--- src/rtl/fetch_unit.sv ---
// Instruction fetch stage: owns the fetch PC, issues one imem request at a time, buffers {pc, instr} for decode.
// Latency: a response in cycle N is visible at the dequeue port in cycle N+1; back-to-back requests with zero-wait memory.
// Backpressure: a request is only issued once a queue slot is reserved for it, so a full queue parks the fetcher in IDLE.
module fetch_unit #(
  parameter int unsigned     XLEN     = 32,
  parameter logic [XLEN-1:0] RESET_PC = 32'h0000_0060,
  parameter int unsigned     FQ_DEPTH = 4
) (
  input  logic                          clk,
  input  logic                          rst,
  output logic                          imem_read_o,
  output logic [XLEN-1:0]               imem_address_o,
  input  logic [31:0]                   imem_rdata_i,
  input  logic                          imem_resp_i,
  input  logic                          redirect_i,
  input  logic [XLEN-1:0]               redirect_target_i,
  input  logic                          redirect_clr_lsb_i,
  input  logic                          deq_ready_i,
  output logic                          deq_valid_o,
  output logic [31:0]                   deq_instr_o,
  output logic [XLEN-1:0]               deq_pc_o,
  output logic [$clog2(FQ_DEPTH+1)-1:0] count_o
);

  localparam int unsigned PW = $clog2(FQ_DEPTH);
  localparam int unsigned CW = $clog2(FQ_DEPTH + 1);
  localparam logic [CW-1:0] DEPTH_C = CW'(FQ_DEPTH);

  // IDLE: nothing outstanding; REQ: live request; DRAIN: request outstanding whose data is already stale.
  typedef enum logic [1:0] {
    IDLE  = 2'd0,
    REQ   = 2'd1,
    DRAIN = 2'd2
  } state_e;

  state_e          state_q, state_d;
  logic [XLEN-1:0] fpc_q, fpc_d;
  logic [XLEN-1:0] addr_q, addr_d;
  logic [PW-1:0]   wr_ptr_q, wr_ptr_d;
  logic [PW-1:0]   rd_ptr_q, rd_ptr_d;
  logic [CW-1:0]   count_q, count_d;

  logic [31:0]     instr_mem [FQ_DEPTH];
  logic [XLEN-1:0] pc_mem    [FQ_DEPTH];

  logic            push;
  logic            pop;
  logic            has_space;
  logic [XLEN-1:0] fpc_plus4;
  logic [XLEN-1:0] redirect_pc;

  assign imem_read_o    = (state_q == REQ) || (state_q == DRAIN);
  assign imem_address_o = addr_q;
  assign deq_instr_o    = instr_mem[rd_ptr_q];
  assign deq_pc_o       = pc_mem[rd_ptr_q];
  assign count_o        = count_q;
  assign fpc_plus4      = fpc_q + XLEN'(4);
  assign redirect_pc    = redirect_target_i & ~{{(XLEN-1){1'b0}}, redirect_clr_lsb_i};

  // Queue bookkeeping: a redirect empties the queue and suppresses both the head valid and any pop/push.
  always_comb begin
    deq_valid_o = (count_q != '0) && !redirect_i;
    pop         = deq_valid_o && deq_ready_i;
    push        = (state_q == REQ) && imem_resp_i && !redirect_i;
    wr_ptr_d    = wr_ptr_q;
    rd_ptr_d    = rd_ptr_q;
    count_d     = count_q;
    if (redirect_i) begin
      wr_ptr_d = '0;
      rd_ptr_d = '0;
      count_d  = '0;
    end else begin
      if (push) wr_ptr_d = wr_ptr_q + PW'(1);
      if (pop)  rd_ptr_d = rd_ptr_q + PW'(1);
      count_d = count_q + CW'(push) - CW'(pop);
    end
    has_space = (count_d < DEPTH_C);
  end

  // Fetch sequencing: issue only into a reserved slot, chain the next request on each live response.
  always_comb begin
    state_d = state_q;
    fpc_d   = fpc_q;
    addr_d  = addr_q;
    case (state_q)
      IDLE: begin
        if (!redirect_i && has_space) begin
          state_d = REQ;
          addr_d  = fpc_q;
        end
      end
      REQ: begin
        if (redirect_i) begin
          state_d = imem_resp_i ? IDLE : DRAIN;
        end else if (imem_resp_i) begin
          fpc_d = fpc_plus4;
          if (has_space) begin
            state_d = REQ;
            addr_d  = fpc_plus4;
          end else begin
            state_d = IDLE;
          end
        end
      end
      DRAIN: begin
        if (imem_resp_i) state_d = IDLE;
      end
      default: state_d = IDLE;
    endcase
    if (redirect_i) fpc_d = redirect_pc;
  end

  // Control state register with asynchronous reset.
  always_ff @(posedge clk or posedge rst) begin
    if (rst) begin
      state_q  <= IDLE;
      fpc_q    <= RESET_PC;
      addr_q   <= RESET_PC;
      wr_ptr_q <= '0;
      rd_ptr_q <= '0;
      count_q  <= '0;
    end else begin
      state_q  <= state_d;
      fpc_q    <= fpc_d;
      addr_q   <= addr_d;
      wr_ptr_q <= wr_ptr_d;
      rd_ptr_q <= rd_ptr_d;
      count_q  <= count_d;
    end
  end

  // Queue storage: contents are only meaningful under count_q, so no reset is needed.
  always_ff @(posedge clk) begin
    if (push) begin
      instr_mem[wr_ptr_q] <= imem_rdata_i;
      pc_mem[wr_ptr_q]    <= fpc_q;
    end
  end

endmodule

--- config.mk ---
export PLATFORM = sky130hd
export DESIGN_NAME = fetch_unit
export DESIGN_NICKNAME = d
export VERILOG_FILES = /design/src/rtl/fetch_unit.sv
export SDC_FILE = /design/constraint.sdc
export NUM_CORES = 1
export LEC_CHECK = 0
export ABC_AREA = 1
export BUFFER_PORTS_ARGS = -buffer_cell sky130_fd_sc_hd__buf_2
export CORE_MARGIN = 8
export CORE_UTILIZATION = 35
export CTS_CLUSTER_DIAMETER = 50
export DETAILED_ROUTE_END_ITERATION = 10
export GPL_TIMING_DRIVEN = 0
export SLEW_MARGIN = 15
export SYNTH_ARGS = -nofsm -noshare
export SYNTH_HDL_FRONTEND = slang
export SYNTH_SLANG_ARGS = --single-unit
--- constraint.sdc ---
create_clock -name clk -period 6.46 [get_ports clk]
set_clock_uncertainty 0.05 [all_clocks]
set_input_delay 0.646 -clock clk [delete_from_list [all_inputs] [get_ports clk]]
set_output_delay 0.646 -clock clk [all_outputs]
set_load 0.01 [all_outputs]
---- Yosys cells after proc, flatten, opt, wreduce, memory -nomap -nowiden ----
Memories as Yosys holds them, arrays and structs flattened.
Cells that the tools add are included.
operators by class
  $add $sub $neg .......................... 5
  $lt $le $gt $ge ......................... 1
  equality and inequality tests ........... 8
  multiplexer cells ....................... 22
  bitwise gates (word level) .............. 2
  reduce and logical (&&, ||, !) cells .... 17
operators by type and width
  kind                                                count
  2-to-1 mux 32 bit                                   7
  case mux 32 bit (2 select lines)                    1
  adder 32 x 3 -> 32 bit (second input constant)      1
  bitwise AND 32 bit                                  1
  NOT 1 -> 32 bit                                     1
  2-to-1 mux 2 bit                                    9
  inequality test 2 bit (second input constant)       5
  nonzero test 2 bit                                  5
  case mux 2 bit (3 select lines)                     1
  logical AND 1 bit                                   5
  AND reduction 5 bit                                 1
  adder 2 x 1 -> 2 bit (second input constant)        2
  adder 3 x 1 -> 3 bit                                1
  less-than comparator 3 bit (second input constant)  1
  2-to-1 mux 1 bit                                    3
  2-to-1 mux 3 bit                                    1
  inequality test 3 bit (second input constant)       1
  AND reduction 3 bit                                 1
  nonzero test 3 bit                                  1
  subtractor 3 x 1 -> 3 bit                           1
  == test 2 x 1 -> 1 bit (second input constant)      1
  == test 2 bit (second input constant)               1
  logical NOT 2 bit                                   1
  AND reduction 2 bit                                 1
  other kinds (2)                                     2
storage, ports and cells
  flip-flop bits (word level) ............. 73
  bits in writable memories ............... 256
  input port bits ......................... 70
  output and inout port bits .............. 101
  word-level logic and storage cells ...... 63
  memories kept ........................... 2
memory list
  memory     words  bits a word  rd ports  clocked after Yosys merged registers in  write ports  RTL line  text
  instr_mem  4      32           1         0                                        1            43        logic [31:0] instr_mem [FQ_DEPTH];
  pc_mem     4      32           1         0                                        1            44        logic [XLEN-1:0] pc_mem [FQ_DEPTH];

---- Longest topological paths before layout ----
  depth in word-level cells ............... 11
  mapped depth ............................ 19
  gate-level depth less buffers ........... 18

---- Worst setup path before layout ----
Ideal clock, no wire load.
  path kind ............................... input -> register
  start ................................... input port redirect_i
  end ..................................... memory instr_mem[0][0], enable pin
  library setup time ...................... 0.487 ns
  arrival time ............................ 3.861 ns
  required time ........................... 5.923 ns
  slack ................................... 2.063 ns
  cell stages on the path ................. 4
  buffers on the path ..................... 1
  cells stage by stage .................... buf_2 > nor2_1 > clkinv_1 > nor2_1
between the ends
  cells in the longest elaborated chain, start to end .. 4
RTL lines
  element                                 RTL line  text
  from (decl)                             15        input logic redirect_i,
  logical NOT 1 bit                       64        push = (state_q == REQ) && imem_resp_i && !redirect_i;
  logical AND 1 bit                       64
  2-to-1 mux 1 bit                        134       if (push) begin
  2-to-1 mux 1 bit (implied by the code)  135       instr_mem[wr_ptr_q] <= imem_rdata_i;
  to (decl)                               43
No other way between the ends.

---- Worst setup path after layout ----
  start ................................... register state_q[1]
  end ..................................... register addr_q[7] (netlist: imem_address_o[7])
between the ends
  cells in the longest elaborated chain, start to end .. 10
  elaborated cells on any way between the ends .. 16
  those cells by class .................... 2 x add/sub; 1 x order compare; 5 x eq/ne; 2 x mux; 6 x reduce/logical
RTL lines
  element                                 RTL line  text
  from (decl)                             36        state_e state_q, state_d;
  from (signal assigned)                  123       state_q <= state_d;
  == test 2 x 1 -> 1 bit                  64, 85
  logical AND 1 bit (2 in series)         64
  adder 3 x 1 -> 3 bit                    75        count_d = count_q + CW'(push) - CW'(pop);
  subtractor 3 x 1 -> 3 bit               75
  2-to-1 mux 3 bit                        68        if (redirect_i) begin
  less-than comparator 3 bit              77        has_space = (count_d < DEPTH_C);
  logical AND 1 bit                       87        if (!redirect_i && has_space) begin
  inequality test 2 bit (no source line)  --
  AND reduction 5 bit (no source line)    --
  to (signal assigned)                    125       addr_q <= addr_d;
  to (decl)                               38        logic [XLEN-1:0] addr_q, addr_d;
Parallel ways exist; a longest one is shown, timed or not.
A chain may end at the register's enable or synchronous reset.

==> results by group <==
Clock tree
  • Clock latency of the later-clocked register in the worst-skew pair: 0.52 ns
  • Cts hold-fix bufs: 0
  • Depth of the CTS H-tree: 2
  • Max clock buf depth: 3
  • CTS Root Cell: clkbuf_16
  • TritonCTS clock tree: done
  • Clock-pin slew of the registers on the worst-case setup and hold paths: 0.06 ns
  • Post-cts repair resize count: 0
  • Post-CTS setup repair buffer count: 0
  • Number of buffers created by CTS: 40
  • Clock Sinks: 329

Detailed routing
  • Number of search-and-repair iterations in the first detailed-routing pass: 5
  • Routed wirelength normalized by instance count: 19.2 um
  • Detail Route Antenna Nets: 0
  • Drt via density: 4.98
  • DRC: 0
  • Final WL: 39300 um
  • Count of routing violations after the opening detailed-route iteration: 905
  • Vias post-DR: 10192

Critical path
  • Start-to-end type of the worst setup path: flop to flop
  • Crit Reg-Reg Endpoint: imem_address_o[7]$_DFFE_PP0P_
  • Type of element capturing the critical path: flop
  • Critical path launch point type: flop
  • Arrival time at the worst endpoint: 4.03 ns
  • Data required, critical path: 6.82 ns
  • Worst reg2reg path depth: 18
  • Cells along the critical path: inv_1 -> ha_1 -> nand2_1 -> nor2_1 -> clkinv_1 -> ha_1 -> inv_1 -> ha_1 -> inv_1 -> fa_1 -> xor2_1 -> nand2_1 -> nand2_2 -> nand3_2 -> clkinv_1 -> buf_4 -> nand2_1 -> nand2_1
  • Cell repeated most along the worst path: nand2_1
  • Delay of the slowest cell on the worst path: 0.44 ns
  • Worst-case register-to-register setup slack: 2.79 ns
  • Cell type of the slowest stage on the worst timing path: ha_1
  • Reg-to-Reg Start: state_q[1]$_DFFE_PP0P_
  • Largest fanout on the critical path: 10

Finish
  • Post-route standard cell area excluding fillers: 0.0170 sq mm
  • Ratio of cells with drive above 1 in the final layout: 19.0%
  • Final-layout fill cell count: 3654
  • Area growth syn-to-layout: 23.0%
  • Final layout net count: 1576

Min path
  • Hold crit path type: input port to asynchronous set/reset pin

Synth
  • Synth top area cells: edfxtp_1 (56%), dfrtp_1 (13%), nand2_1 (8.1%)
  • Flops & latches, synth: 329
  • Number of standard cells after synthesis: 1271
  • Synthesized Nets: 1352
  • Count of flip-flops with a built-in enable after synthesis: 256
  • Number of warnings issued by yosys: 0
  • Synth async-reset ratio: 22.2%
  • Area share of the leading cell type in the synthesized netlist: 55.7%
  • Sequential-to-total area share from yosys stat: 68.9%
  • Syn_area_per_cell: 10.9 sq um
  • Count leader, synth: nand2_1
  • Synth area leader: edfxtp_1
  • Dominant register cell in the synthesized netlist: edfxtp_1
  • Synthesized cell area: 0.0138 sq mm
  • Synth cell types: 34
  • Most frequent cells after synthesis: nand2_1 (298), edfxtp_1 (256), nor2_1 (194), o21ai_0 (146), dfrtp_1 (69)

Placement
  • Detail Placement HPWL: 27300 um
  • Count of port buffers added during placement: 170
  • Area after DPL: 0.0156 sq mm
  • Routability congestion estimate: 0.873

Floorplanning
  • Core Region: 0.0388 sq mm
  • Std-Cell Rows: 72
  • Y dimension of the die: 215 um
  • Boundary Pins: 171
  • Die Footprint: 0.0461 sq mm
  • Effective utilization at floorplan: 35.6%
  • Die boundary width: 215 um

Global routing
  • Via count of the first global-routing pass: 10125
  • Overall fraction of global-route tracks in use: 16.5%
  • Gr ovfl total: 0
  • Pin count of the biggest net entering global routing: 44
  • Initial antenna violation count: 0
  • Wire length of the first global-routing pass: 60300 um

Timing
  • Time the final worst path needs with I/O delays and setup: 3.67 ns
  • Final hold violation count: 0
  • Rel. slew slack: 49.2%
  • Pin slew with the least headroom to its limit: 0.761 ns
  • Setup_tns: 0 ns
  • Setup repair after global routing missed its margin: false
  • Final setup viols: 0
  • Timing-limited maximum frequency: 0.273 GHz
  • Share of the clock period used by the worst path: 56.8%
  • Count of pins over their slew limit: 0

Run status
  • Run status: completed

Power and ir drop
  • Leak pwr: 6.66 nW
  • Power Dens Cells: 416 mW/mm^2
  • VDD IR-drop max: 0.000297 V

Flow run
  • Maxcap violations: 0
[metrics by stage]
stage | power [mW] | hold slack (ns) | utilization (%) | instances | worst slack, ns
6_report | 7.06 | 0.0998 | 43.7 | 2045 | 2.79
4_1_cts | 7.15 | 0.0935 | 43.7 | 2043 | 2.75
2_1_floorplan | 3.94 | 0.417 | - | 1271 | 2.06
5_1_grt | 7.46 | 0.121 | 43.7 | 2043 | 2.51
3_5_place_dp | 4.88 | 0.411 | 40.3 | 1971 | 2.54
3_3_place_gp | 4.83 | 0.409 | 39.4 | 1959 | -0.510
[worst max-delay path: cells and delay by family, from the launching register on]
kind                       cells  cell delay (ns)
buffers and inverters          6             1.18
adders and majority gates      4             1.14
and+or+nand+nor                7             0.64
DFF                            1             0.39
xor gates and xnor gates       1             0.16
[final cells by class]
class	count	area (sq um)	share of cell area (%)
Sequential cell	329	9520	56.0
Multi-Input combinational cell	824	3840	22.6
Timing Repair Buffer	182	1140	6.73
Clock buffer	54	1120	6.57
Tap cell	518	648	3.82
Buffer	62	278	1.64
Clock inverter	18	225	1.33
Inverter	56	213	1.25
Antenna cell	2	5.00	0.0295
[worst max-delay path by stage]
stage / start / endpoint / cells past startpoint
floorplan: redirect_i / instr_mem[0][0]$_DFFE_PP_ / 4
global placement: redirect_i / instr_mem[0][20]$_DFFE_PP_ / 5
detailed placement: redirect_i / imem_address_o[7]$_DFFE_PP0P_ / 17
CTS: state_q[1]$_DFFE_PP0P_ / imem_address_o[7]$_DFFE_PP0P_ / 18
global route: state_q[1]$_DFFE_PP0P_ / imem_address_o[7]$_DFFE_PP0P_ / 18
finish: state_q[1]$_DFFE_PP0P_ / imem_address_o[7]$_DFFE_PP0P_ / 18
[logic make-up (layout without fill, tap and decap cells)]
family          after synthesis  in the layout  share of synthesized area [%]
other cells                   0              2                              0
fa+ha+maj                    11             11                           1.05
flops                       329            329                           68.9
simple gates                572            572                           16.6
compound gates              231            231                           9.29
buf+inv                     118            372                           3.53
xor+xnor                     10             10                          0.634
[registers in the layout, indices dropped and copies added (netlist names)]
name	count
count_o	3
fpc_q	32
imem_address_o	32
instr_mem	128
pc_mem	128
rd_ptr_q	2
state_q	2
wr_ptr_q	2
[metal layers]
layer / track usage, % / wire length, um / part of all wire [%] / vias up
met1: 22.9 / 17900 / 46 / 4941
met2: 26.7 / 18300 / 47 / 320
met4: 3.98 / 774 / 2.0 / 0
li1: - / - / - / 4869
met3: 2.89 / 2240 / 5.7 / 62
met5: 0 / 0 / 0 / -
[report_power, final]
group	switching, mW	internal, mW
logic	1.38	0.676
registers	0.197	2.55
clock network	0.871	1.38
[placed cells by master (no fill, tap or decap), types with 15 or more instances in the layout]
cell type  instances
buf_2            188
clkbuf_1          48
clkbuf_16         42
dfrtp_1           69
edfxtp_1         256
inv_1             50
nand2_1          298
nand3_1           61
nor2_1           190
o211ai_1          15
o21ai_0          146
o22ai_1           64
No activity file was read; power rests on OpenSTA's default activity.
